$ cat src/rtl/aes_pkg.sv
// Shared types, constants and GF helpers for the composite-field AES-128 encryptor.
// The S-box works in GF((2^4)^2): GF(16) uses w^4 = w + 1, and the extension uses Y^2 = Y + LAMBDA.
package aes_pkg;

    typedef logic [127:0] block_t;
    typedef logic [31:0]  word_t;

    localparam logic [3:0] NR = 4'd10;

    localparam logic [7:0] RCON [10] = '{8'h01, 8'h02, 8'h04, 8'h08, 8'h10,
                                         8'h20, 8'h40, 8'h80, 8'h1b, 8'h36};

    // Field element Y is 0xa2 and w is 0xe1 (both in AES-field coordinates).
    // Column i is the image of input bit i.
    localparam logic [3:0]      LAMBDA    = 4'hc;
    localparam logic [7:0][7:0] ISO_M     = {8'hb2, 8'h53, 8'he2, 8'h5f,
                                             8'h3f, 8'h37, 8'h40, 8'h01};
    // This matrix combines the inverse isomorphism with the linear part of the affine transform.
    localparam logic [7:0][7:0] INV_AFF_M = {8'h5e, 8'h3e, 8'h37, 8'h52,
                                             8'h84, 8'hb2, 8'hb4, 8'h1f};
    localparam logic [7:0]      AFF_C     = 8'h63;

    function automatic logic [7:0] rcon(input logic [3:0] r);
        logic [3:0] idx;
        idx = r - 4'd1;
        return (r != 4'd0 && r <= NR) ? RCON[idx] : 8'h00;
    endfunction

    function automatic logic [7:0] gf_mat8(input logic [7:0][7:0] m, input logic [7:0] v);
        logic [7:0] acc;
        acc = '0;
        for (int i = 0; i < 8; i++)
            if (v[i]) acc ^= m[i];
        return acc;
    endfunction

    function automatic logic [3:0] gf4_mul(input logic [3:0] a, input logic [3:0] b);
        logic [3:0] p, t;
        p = '0;
        t = a;
        for (int i = 0; i < 4; i++) begin
            if (b[i]) p ^= t;
            t = {t[2:0], 1'b0} ^ (t[3] ? 4'h3 : 4'h0);
        end
        return p;
    endfunction

    function automatic logic [3:0] gf4_sq(input logic [3:0] k);
        return {k[3], k[3] ^ k[1], k[2], k[2] ^ k[0]};
    endfunction

    // a^-1 = a^14 = a^2 * a^4 * a^8; zero maps to zero as AES requires
    function automatic logic [3:0] gf4_inv(input logic [3:0] a);
        logic [3:0] a2, a4, a8;
        a2 = gf4_sq(a);
        a4 = gf4_sq(a2);
        a8 = gf4_sq(a4);
        return gf4_mul(gf4_mul(a2, a4), a8);
    endfunction

    function automatic logic [7:0] xtime(input logic [7:0] a);
        return {a[6:0], 1'b0} ^ (a[7] ? 8'h1b : 8'h00);
    endfunction

    function automatic word_t mixcolumn(input word_t col);
        logic [7:0] a0, a1, a2, a3;
        {a0, a1, a2, a3} = col;
        return {xtime(a0) ^ xtime(a1) ^ a1 ^ a2 ^ a3,
                a0 ^ xtime(a1) ^ xtime(a2) ^ a2 ^ a3,
                a0 ^ a1 ^ xtime(a2) ^ xtime(a3) ^ a3,
                xtime(a0) ^ a0 ^ a1 ^ a2 ^ xtime(a3)};
    endfunction

endpackage

$ cat src/rtl/aes_composite_enc_sbox.sv
// Combinational AES S-box: map to GF((2^4)^2), invert there, then map back and apply the affine transform.
module aes_sbox_composite
    import aes_pkg::*;
(
    input  logic [7:0] x,
    output logic [7:0] y
);
    logic [7:0] c, ci;
    logic [3:0] ah, al, d, di;

    assign c  = gf_mat8(ISO_M, x);
    assign ah = c[7:4];
    assign al = c[3:0];
    // (ah*Y + al)^-1 = ah*d^-1 * Y + (ah + al)*d^-1
    assign d  = gf4_mul(gf4_sq(ah), LAMBDA) ^ gf4_mul(ah, al) ^ gf4_sq(al);
    assign di = gf4_inv(d);
    assign ci = {gf4_mul(ah, di), gf4_mul(ah ^ al, di)};
    assign y  = gf_mat8(INV_AFF_M, ci) ^ AFF_C;

endmodule

$ cat src/rtl/aes_composite_enc.sv
// Iterative AES-128 encryptor that computes one round per clock.
// The round key is expanded on the fly from the previous round key.
module aes_composite_enc
    import aes_pkg::*;
(
    input  logic   CLK,
    input  logic   RSTn,
    input  block_t Kin,
    input  block_t Din,
    output block_t Dout,
    input  logic   Krdy,
    input  logic   Drdy,
    output logic   Kvld,
    output logic   Dvld,
    input  logic   EN,
    output logic   BSY
);
    block_t     key_q, rk_q, st_q, dout_q;
    logic [3:0] rnd_q;
    logic       bsy_q, kvld_q, dvld_q;

    block_t     sb, sr, mc, rnd_out;
    word_t      w3_rot, w3_sub, t_word, n0, n1, n2, n3;

    for (genvar i = 0; i < 16; i++) begin : g_sbox
        aes_sbox_composite u_sbox (.x(st_q[127-8*i -: 8]), .y(sb[127-8*i -: 8]));
    end

    // Byte index is row + 4*col; ShiftRows pulls row r from column (c + r) mod 4.
    for (genvar c = 0; c < 4; c++) begin : g_col
        for (genvar r = 0; r < 4; r++) begin : g_row
            assign sr[127-8*(r+4*c) -: 8] = sb[127-8*(r+4*((c+r)%4)) -: 8];
        end
        assign mc[127-32*c -: 32] = mixcolumn(sr[127-32*c -: 32]);
    end

    assign w3_rot = {rk_q[23:0], rk_q[31:24]};
    for (genvar i = 0; i < 4; i++) begin : g_ksbox
        aes_sbox_composite u_sbox (.x(w3_rot[31-8*i -: 8]), .y(w3_sub[31-8*i -: 8]));
    end

    assign t_word  = w3_sub ^ {rcon(rnd_q), 24'h0};
    assign n0      = rk_q[127:96] ^ t_word;
    assign n1      = rk_q[95:64]  ^ n0;
    assign n2      = rk_q[63:32]  ^ n1;
    assign n3      = rk_q[31:0]   ^ n2;
    assign rnd_out = ((rnd_q == NR) ? sr : mc) ^ {n0, n1, n2, n3};

    always_ff @(posedge CLK or negedge RSTn) begin
        if (!RSTn) begin
            key_q  <= '0;
            rk_q   <= '0;
            st_q   <= '0;
            dout_q <= '0;
            rnd_q  <= '0;
            bsy_q  <= 1'b0;
            kvld_q <= 1'b0;
            dvld_q <= 1'b0;
        end else begin
            kvld_q <= 1'b0;
            dvld_q <= 1'b0;
            if (EN) begin
                if (Krdy && !bsy_q) begin
                    key_q  <= Kin;
                    rk_q   <= Kin;
                    kvld_q <= 1'b1;
                end else if (Drdy && !bsy_q) begin
                    st_q  <= Din ^ key_q;
                    rk_q  <= key_q;
                    rnd_q <= 4'd1;
                    bsy_q <= 1'b1;
                end else if (bsy_q) begin
                    st_q <= rnd_out;
                    rk_q <= {n0, n1, n2, n3};
                    if (rnd_q == NR) begin
                        dout_q <= rnd_out;
                        dvld_q <= 1'b1;
                        bsy_q  <= 1'b0;
                        rnd_q  <= 4'd0;
                    end else begin
                        rnd_q <= rnd_q + 4'd1;
                    end
                end
            end
        end
    end

    assign Dout = dout_q;
    assign Kvld = kvld_q;
    assign Dvld = dvld_q;
    assign BSY  = bsy_q;

endmodule

$ cat config.mk
export PLATFORM = sky130hd
export DESIGN_NAME = aes_composite_enc
export DESIGN_NICKNAME = d
export VERILOG_FILES = /design/src/rtl/aes_pkg.sv /design/src/rtl/aes_composite_enc_sbox.sv /design/src/rtl/aes_composite_enc.sv
export SDC_FILE = /design/constraint.sdc
export NUM_CORES = 2
export LEC_CHECK = 0
export BUFFER_PORTS_ARGS = -buffer_cell sky130_fd_sc_hd__buf_2
export CAP_MARGIN = 20
export CORE_ASPECT_RATIO = 1.5
export CORE_MARGIN = 3
export CORE_UTILIZATION = 40
export DETAILED_ROUTE_END_ITERATION = 6
export MAX_ROUTING_LAYER = met4
export SKIP_LAST_GASP = 1
export SLEW_MARGIN = 10
export SYNTH_ARGS = -nofsm -noshare
export SYNTH_HDL_FRONTEND = slang
export SYNTH_HIERARCHICAL = 1
export SYNTH_SLANG_ARGS = --single-unit
$ cat constraint.sdc
create_clock -name CLK -period 9.7 [get_ports CLK]
set_input_delay 0.485 -clock CLK [delete_from_list [all_inputs] [get_ports CLK]]
set_output_delay 0.485 -clock CLK [all_outputs]
set_load 0.005 [all_outputs]
==> impl_metrics.py <==
metrics = {
    "status": {
        "run_status": "complete, no violations",
    },
    "worst_setup_path": {
        "rr_endpoint": "st_q[108]",
        "slowest_delay_ns": 0.74,
        "r2r_setup_slack_ns": 0.38,
        "critPathRequiredTime_ns": 10.24,
        "start_kind": "register",
        "cp_max_fo": 18,
        "end_kind": "register",
        "crit_top_cell": "xnor2_1",
        "critical_path_class": "reg -> reg",
        "crit_slowest_cell": "a311oi_4",
        "reg2regPathDepth": 28,
        "cp.arrival_ns": 9.86,
        "r2r_start": "st_q[3]",
    },
    "synthesis": {
        "synth.area.top_cells": "dfrtp_1 16%, xnor2_1 15%, xor2_1 5.9%",
        "syn_inst": 10000,
        "ys_seq_area_frac": 0.164,
        "yosys.area.top_type_share": 0.164,
        "ys_ff_latch": 519,
        "async_reset_ff_frac": 1.00,
        "syn_nets": 10300,
        "synth_cell_types": 95,
        "synth_area_per_cell_um2": 7.89,
        "netlist_area_um2": 79000,
        "dominantRegCellSynth": "dfrtp_1",
        "synth_edf_count": 0,
        "synth_top_area_cell": "dfrtp_1",
        "yosysWarnings": 6,
    },
    "global_route": {
        "overflow": 0,
        "grt_pass1_vias": 70500,
        "grt_max_degree": 169,
        "grt_antenna_before_repair": 20,
        "grt_pass1_wl_mm": 448,
        "grtUsageTotal": 0.290,
    },
    "floorplan": {
        "core-area_um2": 196000,
        "die_w_um": 369,
        "die_h_um": 550,
        "floorplan.die_area_um2": 203000,
        "pin_count": 392,
        "initial_utilization": 0.403,
        "rows": 199,
    },
    "drt": {
        "routedWlPerCell_um": 23.6,
        "vias_per_cell": 6.01,
        "vias": 76400,
        "drc": 0,
        "drt_iter0_drc": 8369,
        "dr.pass1.iters": 6,
        "antenna_left": 0,
        "totalWireLength_mm": 301,
    },
    "cts": {
        "cts.htree.levels": 2,
        "cts_tree": "done",
        "clock_path_buffers": 3,
        "cts-root-buf": "clkbuf_16",
        "cts_sinks": 519,
        "cts-buffers-inserted": 61,
        "clock_latency_ns": 0.72,
        "clkTransAtPathRegs_ns": 0.07,
    },
    "timing": {
        "fin_skew_ns": 0.0532,
        "finalSetupViolations": 0,
        "slew_headroom": 0.252,
        "hold_slack_ns": 0.0371,
        "worstMarginPinSlew_ns": 1.12,
        "fmax_mhz": 107,
        "slew_violations": 0,
        "period_share": 0.961,
        "finalSetupTns_ns": 0,
        "grt_setup_unrepaired": "true",
        "hold_violations": 0,
        "min_period_ns": 9.32,
    },
    "placement": {
        "dp_hpwl_mm": 230,
        "io_buffers": 391,
        "dp_cells": 12500,
        "place_congestion": 1.00,
    },
    "finish": {
        "drive_gt1_frac": 0.146,
        "nNetsFinal": 10300,
        "finish.utilization": 0.439,
        "stdcell_count": 12700,
        "area_growth_pct": 8.99,
    },
    "worst_hold_path": {
        "hold_class": "in -> reg",
        "holdCritStartpoint": "Kin[57]",
        "whs_endpoint": "key_q[57]",
        "hold_depth": 3,
    },
    "flow_run": {
        "cap_violations": 0,
    },
}
layout by cell type, fill, tap and decap left out, drive strengths merged, types with 60 or more instances in the layout:
master,instances
clkbuf,76
a211oi,112
xor2,570
a21oi,598
and2,62
nor3,477
o21ai,697
xnor3,145
buf,815
inv,155
a31oi,102
or3,82
o211ai,152
nand2,1247
a21o,107
and3b,100
nor2b,64
nand2b,105
xnor2,1429
dfrtp,519
and3,61
nand3,142
nor2,592
nand4,80
mux2i,245
a22oi,88
or2,60
dlygate4sd3,67
o22ai,183
layer usage:
layer  global-route usage  vias to the layer above  share of wire  wire length (um)
li1                     -                    35300              -                 -
met4                0.105                        0          0.045             13500
met2                0.455                     3481           0.45            136000
met1                0.379                    37100           0.42            125000
met3               0.0453                      541          0.088             26400
met5                    -                        -              0                 0
sequential cells by signal (all words and copies together) (netlist names):
name,cells
st_q,128
Dout,128
key_q,128
rk_q,128
BSY,1
Kvld,1
Dvld,1
rnd_q,4
cells by family after synthesis:
| kind of cell | synth area share |
|---|---|
| buf+inv | 0.0656 |
| xor+xnor | 0.296 |
| simple gates | 0.210 |
| fa+ha+maj | 0.00887 |
| compound gates | 0.218 |
| mux | 0.0370 |
| flops | 0.164 |
per-stage QoR:
step | setup slack [ns] | area, um^2
global route | -0.00686 | 86100
detailed placement | 0.120 | 83000
floorplan | 2.47 | 79000
finish | 0.380 | 86100
global placement | 0.193 | 83000
CTS | 0.0895 | 85900
final cells by class:
class	instances	area, um^2
clock buffer	76	1690
inverter	151	572
sequential	519	13000
timing repair buffer	882	5900
clock inverter	36	566
tap	2613	3270
fill	19800	110000
antenna	13	32.5
multi-input combinational	8427	61100
what timing repair did:
action                                  in CTS  in global routing
endpoints found under the setup margin       0                  5
endpoints found under the hold margin      140                  0
buffers inserted                             0                  5
hold buffers                                67                  0
resized for setup                            0                  9
how the worst max path moves through the flow:
stage,from,endpoint,slack (ns),cells past startpoint
after floorplan,rk_q[28],st_q[1],2.47,30
after global placement,st_q[3],st_q[108],0.19,25
after detailed placement,st_q[3],st_q[108],0.12,25
after CTS,st_q[3],Dout[108],0.09,25
after global routing,st_q[3],Dout[108],-0.007,28
final,st_q[3],st_q[108],0.38,28
critical path: cells and delay by family, from the launching register on:
kind,cells,cell delay (ns)
DFF,1,0.72
and+or+nand+nor,1,0.10
buffers and inverters,3,0.52
adders and majority gates,2,0.69
xor gates and xnor gates,16,5.12
AOI/OAI and AO/OA,6,2.00
synth_stat cells, drive strengths merged (46+ instances only):
library cell     n
a31oi          102
mux2i          245
nor2           592
o211ai         152
or3             82
clkbuf         362
a211oi         112
and3            61
xor2           570
a21oi          598
and3b          100
o22ai          183
xnor3          145
nor3           477
buf            553
nand4           80
nand3          142
a22oi           88
inv            151
or2             60
xnor2         1429
nor2b           64
dfrtp          519
nand2b         105
o21ai          697
o21a            46
xor3            52
and2            62
nand2         1247
a21o           107
Power is not shown: default switching activity piles up to over one toggle a cycle in this logic, so the estimate is an artifact.
